$ cat config.mk
export PLATFORM = sky130hd
export DESIGN_NAME = sound_ram_reader
export DESIGN_NICKNAME = d
export VERILOG_FILES = /design/src/rtl/sound_ram_reader.sv
export SDC_FILE = /design/constraint.sdc
export NUM_CORES = 1
export LEC_CHECK = 0
export ABC_AREA = 1
export CORE_UTILIZATION = 35
export CTS_BUF_LIST = sky130_fd_sc_hd__clkbuf_2 sky130_fd_sc_hd__clkbuf_4 sky130_fd_sc_hd__clkbuf_8
export DETAILED_ROUTE_END_ITERATION = 6
export PLACE_DENSITY = 0.65
export SYNTH_ARGS = -nofsm -noshare
export SYNTH_HDL_FRONTEND = slang
export SYNTH_SLANG_ARGS = --single-unit
export TNS_END_PERCENT = 10
$ cat constraint.sdc
create_clock -name clk_logic -period 2.3 [get_ports clk_logic]
set_clock_uncertainty 0.1 [all_clocks]
set_input_delay 0.345 -clock clk_logic [delete_from_list [all_inputs] [get_ports clk_logic]]
set_output_delay 0.345 -clock clk_logic [all_outputs]
set_load 0.01 [all_outputs]
$ cat src/rtl/sound_ram_reader.sv
// Sound RAM byte reader: a one-word cache in front of an SDRAM read port.
// Fetches the 32-bit word holding ptr_i on a miss and serves bytes from it.
module sound_ram_reader #(
  parameter logic       ENABLE  = 1'b1,
  parameter logic [7:0] TIMEOUT = 8'd255
) (
  input  logic        clk_logic,
  input  logic        reset,
  input  logic        enable_i,
  input  logic [15:0] ptr_i,
  input  logic        inval_i,
  input  logic [15:0] inval_addr_i,
  output logic [7:0]  data_o,
  output logic        valid_o,
  output logic        timeout_o,
  output logic        mem_rd_o,
  output logic [20:0] mem_addr_o,
  input  logic        mem_ready_i,
  input  logic [31:0] mem_q_i
);

  typedef enum logic [1:0] {IDLE, REQ, WAIT} state_t;

  state_t      state_r, state_nxt;
  logic [13:0] tag_r, req_tag_r;
  logic [31:0] word_r;
  logic        tag_valid_r, stale_r;
  logic [7:0]  timer_r;
  logic [20:0] addr_r;

  logic        hit, inval_tag, inval_req, inval_ptr, fill, abort;
  logic [20:0] req_addr;
  logic        unused_bits;

  // Sound RAM lives at byte 0x4_0000, i.e. word address 0x1_0000.
  assign req_addr    = {4'b0, 1'b1, 2'b0, ptr_i[15:2]};
  assign hit         = tag_valid_r && (tag_r == ptr_i[15:2]);
  assign inval_tag   = inval_i && (inval_addr_i[15:2] == tag_r);
  assign inval_req   = inval_i && (inval_addr_i[15:2] == req_tag_r);
  assign inval_ptr   = inval_i && (inval_addr_i[15:2] == ptr_i[15:2]);
  assign fill        = (state_r == WAIT) && mem_ready_i;
  assign abort       = (state_r == WAIT) && !mem_ready_i && (timer_r <= 8'd1);
  assign unused_bits = ^inval_addr_i[1:0];

  // NOTE: sequential state uses non-blocking assignments so every register
  // samples pre-edge values regardless of process ordering.
  always_ff @(posedge clk_logic) begin
    if (reset) state_r <= IDLE;
    else       state_r <= state_nxt;
  end

  // NOTE: next state defaults to the current state first, so no path through
  // this block leaves state_nxt unassigned and no latch is inferred.
  always_comb begin
    state_nxt = state_r;
    case (state_r)
      IDLE:    if (ENABLE && enable_i && !hit) state_nxt = REQ;
      REQ:     state_nxt = WAIT;
      WAIT:    if (fill || abort) state_nxt = IDLE;
      default: state_nxt = IDLE;
    endcase
  end

  always_comb begin
    mem_rd_o   = ENABLE && (state_r == REQ);
    mem_addr_o = (state_r == REQ) ? req_addr : addr_r;
    data_o     = word_r[{ptr_i[1:0], 3'b000} +: 8];
    valid_o    = ENABLE && enable_i && hit && !inval_tag;
  end

  always_ff @(posedge clk_logic) begin
    if (reset) begin
      tag_r       <= '0;
      req_tag_r   <= '0;
      word_r      <= '0;
      tag_valid_r <= 1'b0;
      stale_r     <= 1'b0;
      timer_r     <= '0;
      addr_r      <= '0;
      timeout_o   <= 1'b0;
    end else begin
      if (abort) timeout_o <= 1'b1;

      case (state_r)
        REQ: begin
          req_tag_r <= ptr_i[15:2];
          addr_r    <= req_addr;
          // A write landing in the issue cycle already makes the fetch stale.
          stale_r   <= inval_ptr;
          timer_r   <= TIMEOUT;
        end
        WAIT: begin
          if (!mem_ready_i && timer_r != 8'd0) timer_r <= timer_r - 8'd1;
          if (inval_req) stale_r <= 1'b1;
        end
        default: ;
      endcase

      // A write to the in-flight word, even in the ready cycle, drops the fill.
      if (fill) begin
        word_r      <= mem_q_i;
        tag_r       <= req_tag_r;
        tag_valid_r <= !stale_r && !inval_req;
      end else if (inval_tag) begin
        tag_valid_r <= 1'b0;
      end
    end
  end

endmodule

==> summary.log, run 1 <==
INFO  synth          synth_cell_type_count=29
INFO  pwr            power.density=590nW/µm²
INFO  route          routed_wire_length_per_instance=13.2µm
INFO  global_routing globalRouteTotalUtil=0.207
INFO  synth          synth_area=4640µm²
INFO  route          vias=4796
INFO  place          numPortBuffers=98
INFO  timing         setup_violation_total_in_the_final_timing_report=0
INFO  clock_network  cts_sinks=94
INFO  outcome        run_status=finished clean
INFO  synth          synthesis.instances=711
INFO  clock_network  clock_tree.buffer_depth=2
INFO  pwr            totalPowerFinal=3.80mW
INFO  global_routing wire_length_of_the_first_global_routing_pass=21500µm
INFO  setup_path     worst_ep_required_time=1.86ns
INFO  route          avgViaCountPerCell=4.70
INFO  setup_path     arrival=1.77ns
INFO  pwr            leakage=2.86nW
INFO  place          dp_cells=1002
INFO  setup_path     reg2reg_slack=0.74ns
INFO  finish         finalNetCount=916
INFO  pwr            vdd_drop_max=502µV
INFO  timing         final.min_clock_period=2.21ns
INFO  place          place_congestion=0.925
INFO  timing         final-hold-violation-count=0
INFO  route          antenna_violating_nets_left=0
INFO  pwr            combinationalPowerShare=0.196
INFO  timing         slew_violations=0
INFO  floorplan      die_w=117µm
INFO  pwr            power.switching=1.04mW
INFO  global_routing number_of_antenna_violations_at_the_first_check_in_global_routing=0
INFO  finish         fillerInstances=1263
INFO  timing         fin_setup_tns=0ns
INFO  clock_network  worst_skew_pair.late_latency=0.37ns
INFO  setup_path     worst_setup_path_start_kind=primary input
INFO  global_routing grt_pass1_vias=4384
INFO  floorplan      fp-row-count=41
INFO  pwr            power_frac_clock=0.349
INFO  clock_network  clock_tree.root_cell=sky130_fd_sc_hd__clkbuf_8
INFO  clock_network  num_cts_buffers=9
INFO  pwr            internal_power=2.77mW
INFO  place          place.detailed.hpwl=9790µm
INFO  finish         multi_input_logic_area=2390µm²
INFO  synth          synthesis.nets=783
INFO  floorplan      initial_utilization=0.363
INFO  clock_network  clk_pin_slew_worst_paths=0.09ns
INFO  setup_path     timing.setup.critical_path_class=in2out
INFO  floorplan      coreArea=12800µm²
INFO  timing         max-slew-margin-rel=0.658
INFO  route          routed_wirelength=13500µm
INFO  floorplan      die-area=13700µm²
INFO  timing         post-route-worst-setup-slack=0.0888ns
INFO  finish         finish.cell_count_without_fillers=1020
INFO  timing         rsz0062_at_grt=false
INFO  floorplan      ioPinCount=101
INFO  job            maxCapViolations=0
INFO  floorplan      die_h=117µm
INFO  synth          post_synth.cell_area_avg=6.53µm²
INFO  pwr            power_frac_seq=0.455
INFO  timing         clock.fmax=452MHz
INFO  synth          postSynthRegisterBits=94
INFO  timing         worstMarginPinSlew=0.513ns
INFO  global_routing grt_start_max_net_pins=80
INFO  finish         final-seq-area=1890µm²
INFO  route          number_of_drc_markers_in_iteration_0=307
INFO  place          pre_cts_slack=-0.389ns
INFO  finish         final_core_utilization=0.505
INFO  synth          total_of_warnings_raised_by_yosys=0
INFO  hold_path      timing.hold.worst.class=in2reg
INFO  clock_network  cts_tree=built
INFO  route          dr.pass1.iters=5
INFO  setup_path     category_of_the_worst_setup_path_capture_point=primary output
INFO  finish         antenna_cells=0
INFO  pwr            swShare=0.272
INFO  finish         drive_gt1_frac=0.125
INFO  global_routing globalRoute.totalOverflow=0
INFO  timing         final_min_period_over_clock_period=0.961
INFO  synth          fraction_of_the_yosys_area_taken_by_sequential_cells=0.406
INFO  clock_network  cts-htree-levels=3
INFO  finish         area_growth=39.0%
INFO  route          remaining_drc_errors=0
INFO  setup_path     worst-path-max-fanout=3
-- repair_timing --
action / CTS / global route
endpoints found under the setup margin: 31 / 2
hold buffers: 0 / 0
gates resized for setup: 38 / 25
pin swaps: 1 / 8
gates cloned: 1 / 0
buffers inserted: 2 / 0
-- flip-flops by register name, summed over array words and instances (netlist names) --
name and count:
word_r 32, stale_r 1, addr_r 21, timer_r 8, tag_valid_r 1, state_r 2, tag_r 14, req_tag_r 14
timeout_o 1
-- per-layer routing --
| layer | share of wire | vias up | track usage |
|---|---|---|---|
| met5 | 0 | - | 0 |
| met4 | 0.011 | 0 | 0.0515 |
| met2 | 0.46 | 99 | 0.335 |
| met1 | 0.48 | 2149 | 0.279 |
| met3 | 0.044 | 13 | 0.0489 |
| li1 | - | 2535 | - |
-- path summary, 6_finish.rpt --
| path | from | endpoint | cells after the start |
|---|---|---|---|
| max | ptr_i[15] | valid_o | 8 |
| max reg2reg | state_r[1] | tag_r[7] | 6 |
| min reg2reg | addr_r[18] | addr_r[18] | 2 |
| min | ptr_i[11] | req_tag_r[9] | 3 |
-- through the flow --
stage,area (µm²),hold WS (ns)
global route,6450,0.266
finish,6450,0.263
detailed placement,6120,0.338
global placement,6120,0.334
floorplan,4640,0.325
CTS,6410,0.352
-- placed cells by master, fill, tap and decap left out, drive strengths merged, types with 2 or more instances in the layout --
cell / n
nor3: 6
a21oi: 87
o22ai: 13
dfxtp: 94
nand3: 45
nand4: 2
buf: 58
clkdlybuf4s50: 58
bufinv: 3
o21ai: 46
nand2: 228
dlymetal6s2s: 12
inv: 70
ha: 3
nor2: 70
xnor2: 13
clkbuf: 9
dlygate4sd2: 25
-- worst max-delay path, stage by stage --
cell and delay (ns):
sky130_fd_sc_hd__clkdlybuf4s50_1 0.53, sky130_fd_sc_hd__inv_2 0.06, sky130_fd_sc_hd__a21boi_0 0.15, sky130_fd_sc_hd__nand3b_1 0.15, sky130_fd_sc_hd__nor2_2 0.17, sky130_fd_sc_hd__nand2_2 0.08, sky130_fd_sc_hd__nor2_4 0.14, sky130_fd_sc_hd__buf_2 0.14
-- cell type report --
type / count / area share
multi-input combinational: 517 / 0.371
sequential: 94 / 0.293
timing repair buffer: 154 / 0.225
inverter: 68 / 0.0407
tap: 172 / 0.0334
clock buffer: 9 / 0.0192
clock inverter: 6 / 0.0182
-- cell usage after synthesis (all sizes together) --
master | n | area [µm²]
a21oi | 87 | 454
or2 | 1 | 6.26
nand2 | 228 | 863
xor2 | 1 | 8.76
nand3 | 45 | 230
nor2 | 70 | 275
o21ai | 46 | 234
o22ai | 13 | 81.3
xnor2 | 13 | 114
a21boi | 1 | 7.51
buf | 15 | 73.8
inv | 68 | 258
dfxtp | 94 | 1880
ha | 3 | 37.5
nor3 | 6 | 30.0
nand4 | 2 | 12.5
nand3b | 1 | 7.51
clkbuf | 17 | 63.8
-- power groups by stage --
stage	combinational [mW]	sequential [mW]	clock, mW
after global placement	0.741	1.77	0
after global routing	0.830	1.74	1.44
after CTS	0.750	1.73	1.37
final	0.745	1.73	1.33
after detailed placement	0.743	1.77	0
after floorplan	0.384	1.76	0
-- logic make-up (layout without fill, tap and decap cells) --
family / count (synthesis) / after routing / share of synthesized area
buffers and inverters: 100 / 237 / 0.0852
adders and majority gates: 3 / 3 / 0.00809
DFF: 94 / 94 / 0.406
xor gates and xnor gates: 14 / 14 / 0.0264
and+or+nand+nor: 353 / 353 / 0.307
AOI/OAI and AO/OA: 147 / 147 / 0.167
(Power assumes the default switching activity.)
==> inputs of run 2 (changes only) <==
Settings changed: ABC_AREA 1 to unset, PLACE_DENSITY 0.65 to 0.66.
Clock period 2.3 ns to 2.5 ns, I/O delays scaled along.
==> run 2 against run 1 <==
Against the previous run:
- via count shrank 20%
- power down 19%
- synthesized cell count is 30% lower
- register-to-register slack lost 0.31 ns
- non-clock buffer count decreased by 17
- die area is 11% lower
- final cell count fell by 25%
==> summary.log, run 2 <==
INFO  outcome        run_status=finished clean
INFO  place          dp_cells=747
INFO  floorplan      die-area=12300µm²
INFO  synth          synth_top_cells_by_count=sky130_fd_sc_hd__nand2_1, sky130_fd_sc_hd__dfxtp_1, sky130_fd_sc_hd__a21oi_1, sky130_fd_sc_hd__xnor2_1, sky130_fd_sc_hd__clkbuf_1
INFO  pwr            power.switching=0.815mW
INFO  global_routing busiest_layer=met2
INFO  setup_path     timing.setup.critical_path_class=in2out
INFO  route          number_of_drc_markers_in_iteration_0=260
INFO  finish         layout.cells.most_common=sky130_fd_sc_hd__nand2_1
INFO  synth          post_synth.cell_area_avg=8.37µm²
INFO  floorplan      initial_utilization=0.361
INFO  finish         finalNetCount=687
INFO  synth          synth_cell_type_count=30
INFO  clock_network  cts_sinks=94
INFO  floorplan      coreArea=11500µm²
INFO  synth          synthesis.instances=495
INFO  pwr            leakage=2.20nW
INFO  pwr            vdd_drop_max=244µV
INFO  clock_network  ctsHoldBuffers=0
INFO  timing         slew_violations=0
INFO  place          numPortBuffers=98
INFO  global_routing wire_length_of_the_first_global_routing_pass=17800µm
INFO  finish         antenna_cells=0
INFO  finish         reg.largest.list=word_r: 32 flops, addr_r: 21 flops
INFO  pwr            internal_power=2.28mW
INFO  route          routed_wire_length_per_instance=14.5µm
INFO  pwr            power.density=538nW/µm²
INFO  clock_network  clk_pin_slew_worst_paths=0.10ns
INFO  timing         setup_violation_total_in_the_final_timing_report=0
INFO  synth          synth_area=4140µm²
INFO  finish         finish.cell_count_without_fillers=763
INFO  setup_path     arrival=1.91ns
INFO  global_routing globalRoute.totalOverflow=0
INFO  clock_network  worst_skew_pair.late_latency=0.35ns
INFO  timing         clock.fmax=419MHz
INFO  clock_network  cts-htree-levels=3
INFO  route          remaining_drc_errors=0
INFO  hold_path      timing.hold.worst.class=in2reg
INFO  finish         area_growth=38.9%
INFO  pwr            power_frac_clock=0.325
INFO  synth          postSynthRegisterBits=94
INFO  setup_path     worst_ep_required_time=2.03ns
INFO  synth          ys_async_sr_fraction=0
INFO  timing         worstMarginPinSlew=0.466ns
INFO  clock_network  num_cts_buffers=9
INFO  pwr            swShare=0.263
INFO  clock_network  clock_tree.buffer_depth=2
INFO  pwr            power_frac_seq=0.510
INFO  synth          synth-main-ff-cell=sky130_fd_sc_hd__dfxtp_1
INFO  route          antenna_violating_nets_left=0
INFO  place          place.detailed.hpwl=7960µm
INFO  synth          number_of_flops_mapped_to_enable_cells_by_yosys=0
INFO  finish         layout_common_cells=sky130_fd_sc_hd__nand2_1, sky130_fd_sc_hd__dfxtp_1, sky130_fd_sc_hd__a21oi_1
INFO  clock_network  clock_tree.root_cell=sky130_fd_sc_hd__clkbuf_8
INFO  setup_path     worst-path-max-fanout=2
INFO  global_routing grt_start_max_net_pins=55
INFO  floorplan      die_w=111µm
INFO  floorplan      ioPinCount=101
INFO  synth          fraction_of_the_yosys_area_taken_by_sequential_cells=0.454
INFO  pwr            combinationalPowerShare=0.164
INFO  global_routing number_of_antenna_violations_at_the_first_check_in_global_routing=0
INFO  synth          synth_top_cells_by_area=sky130_fd_sc_hd__dfxtp_1, sky130_fd_sc_hd__nand2_1, sky130_fd_sc_hd__xnor2_1
INFO  timing         final_min_period_over_clock_period=0.955
INFO  finish         drive_gt1_frac=0.126
INFO  place          place_congestion=0.925
INFO  synth          total_of_warnings_raised_by_yosys=0
INFO  route          dr.pass1.iters=4
INFO  global_routing global_route.usage.met3=0.0388
INFO  route          avgViaCountPerCell=5.02
INFO  timing         final.min_clock_period=2.39ns
INFO  timing         final-hold-violation-count=0
INFO  synth          synth_top_cell_by_area=sky130_fd_sc_hd__dfxtp_1
INFO  global_routing globalRouteTotalUtil=0.180
INFO  floorplan      die_h=111µm
INFO  timing         max-slew-margin-rel=0.689
INFO  job            maxCapViolations=0
INFO  global_routing met2_usage=0.296
INFO  timing         rsz0062_at_grt=false
INFO  global_routing grt_pass1_vias=3751
INFO  route          vias=3833
INFO  setup_path     worst_setup_path_start_kind=primary input
INFO  floorplan      fp-row-count=39
INFO  pwr            totalPowerFinal=3.10mW
INFO  synth          synth_top_area_share=0.454
INFO  clock_network  cts_tree=built
INFO  finish         final_core_utilization=0.502
INFO  synth          yosysMostFrequentCell=sky130_fd_sc_hd__nand2_1
INFO  synth          synthesis.nets=567
INFO  finish         regMostFlops=word_r
INFO  global_routing gr-usage-met1=0.230
INFO  route          routed_wirelength=11000µm
INFO  finish         largest_register_ff_count=32
INFO  setup_path     category_of_the_worst_setup_path_capture_point=primary output
==> run 2: cell count changes after synthesis, sizes merged, moves of 8 or more <==
cell and change:
buf -10, xor2 +12, o22ai -13, nor2 -65, xnor2 +34, mux4 +8
o21ai -46, nand4 +9, nand2 -79, inv -64, nand3 -39, nor2b +8
==> run 2: routing by layer <==
metal,up-vias,wire length [µm]
met5,-,0
met4,0,204
met3,17,495
met2,109,5230
met1,1810,5110
li1,1897,-
==> run 2: worst max-delay path, stage by stage <==
cell and delay [ns]:
sky130_fd_sc_hd__clkdlybuf4s50_1 0.46, sky130_fd_sc_hd__xnor2_1 0.22, sky130_fd_sc_hd__nand3_1 0.16, sky130_fd_sc_hd__nor4_4 0.32, sky130_fd_sc_hd__and3_4 0.24, sky130_fd_sc_hd__buf_2 0.13
==> run 2: final timing paths <==
kind	from	end	slack, ns	cells after the start
min reg2reg	word_r[16]	word_r[16]	0.36	2
min	reset	addr_r[16]	0.33	2
max reg2reg	timer_r[2]	timer_r[2]	0.43	5
max	ptr_i[2]	valid_o	0.11	6
==> run 2: metrics by stage <==
step	setup WS [ns]	area [µm²]	setup TNS, ns	hold slack, ns
floorplan	0.615	4140	0	0.333
global placement	-0.436	5500	-0.471	0.340
detailed placement	-0.459	5500	-0.463	0.346
CTS	0.000951	5700	0	0.313
global route	0.0156	5760	0	0.333
finish	0.113	5760	0	0.331
==> run 2: cell families (layout without fill, tap and decap cells) <==
family / after synthesis / after routing / synth area share
xor+xnor: 60 / 60 / 0.127
buf+inv: 32 / 157 / 0.0308
fa+ha+maj: 3 / 3 / 0.00906
mux: 8 / 8 / 0.0435
compound gates: 90 / 90 / 0.115
flops: 94 / 94 / 0.454
simple gates: 208 / 208 / 0.220
==> run 2: power by group through the flow <==
stage                     Clock (mW)  Sequential [mW]  Combinational (mW)
final                           1.01             1.58               0.509
after global routing            1.10             1.59               0.552
after CTS                       1.04             1.58               0.505
after detailed placement           0             1.62               0.508
after global placement             0             1.61               0.505
after floorplan                    0             1.61               0.237
==> run 2: repair_timing <==
action	CTS	global route
resized for setup	21	23
setup buffers	0	0
endpoints found under the setup margin	5	25
pin swaps	2	7
==> run 2: layout make-up <==
| class | instances | area [µm²] |
|---|---|---|
| fill | 1083 | 5710 |
| clock buffer | 9 | 124 |
| inverter | 4 | 20.0 |
| sequential | 94 | 1890 |
| multi-input combinational | 369 | 2170 |
| clock inverter | 7 | 72.6 |
| tap | 143 | 179 |
| timing repair buffer | 137 | 1300 |
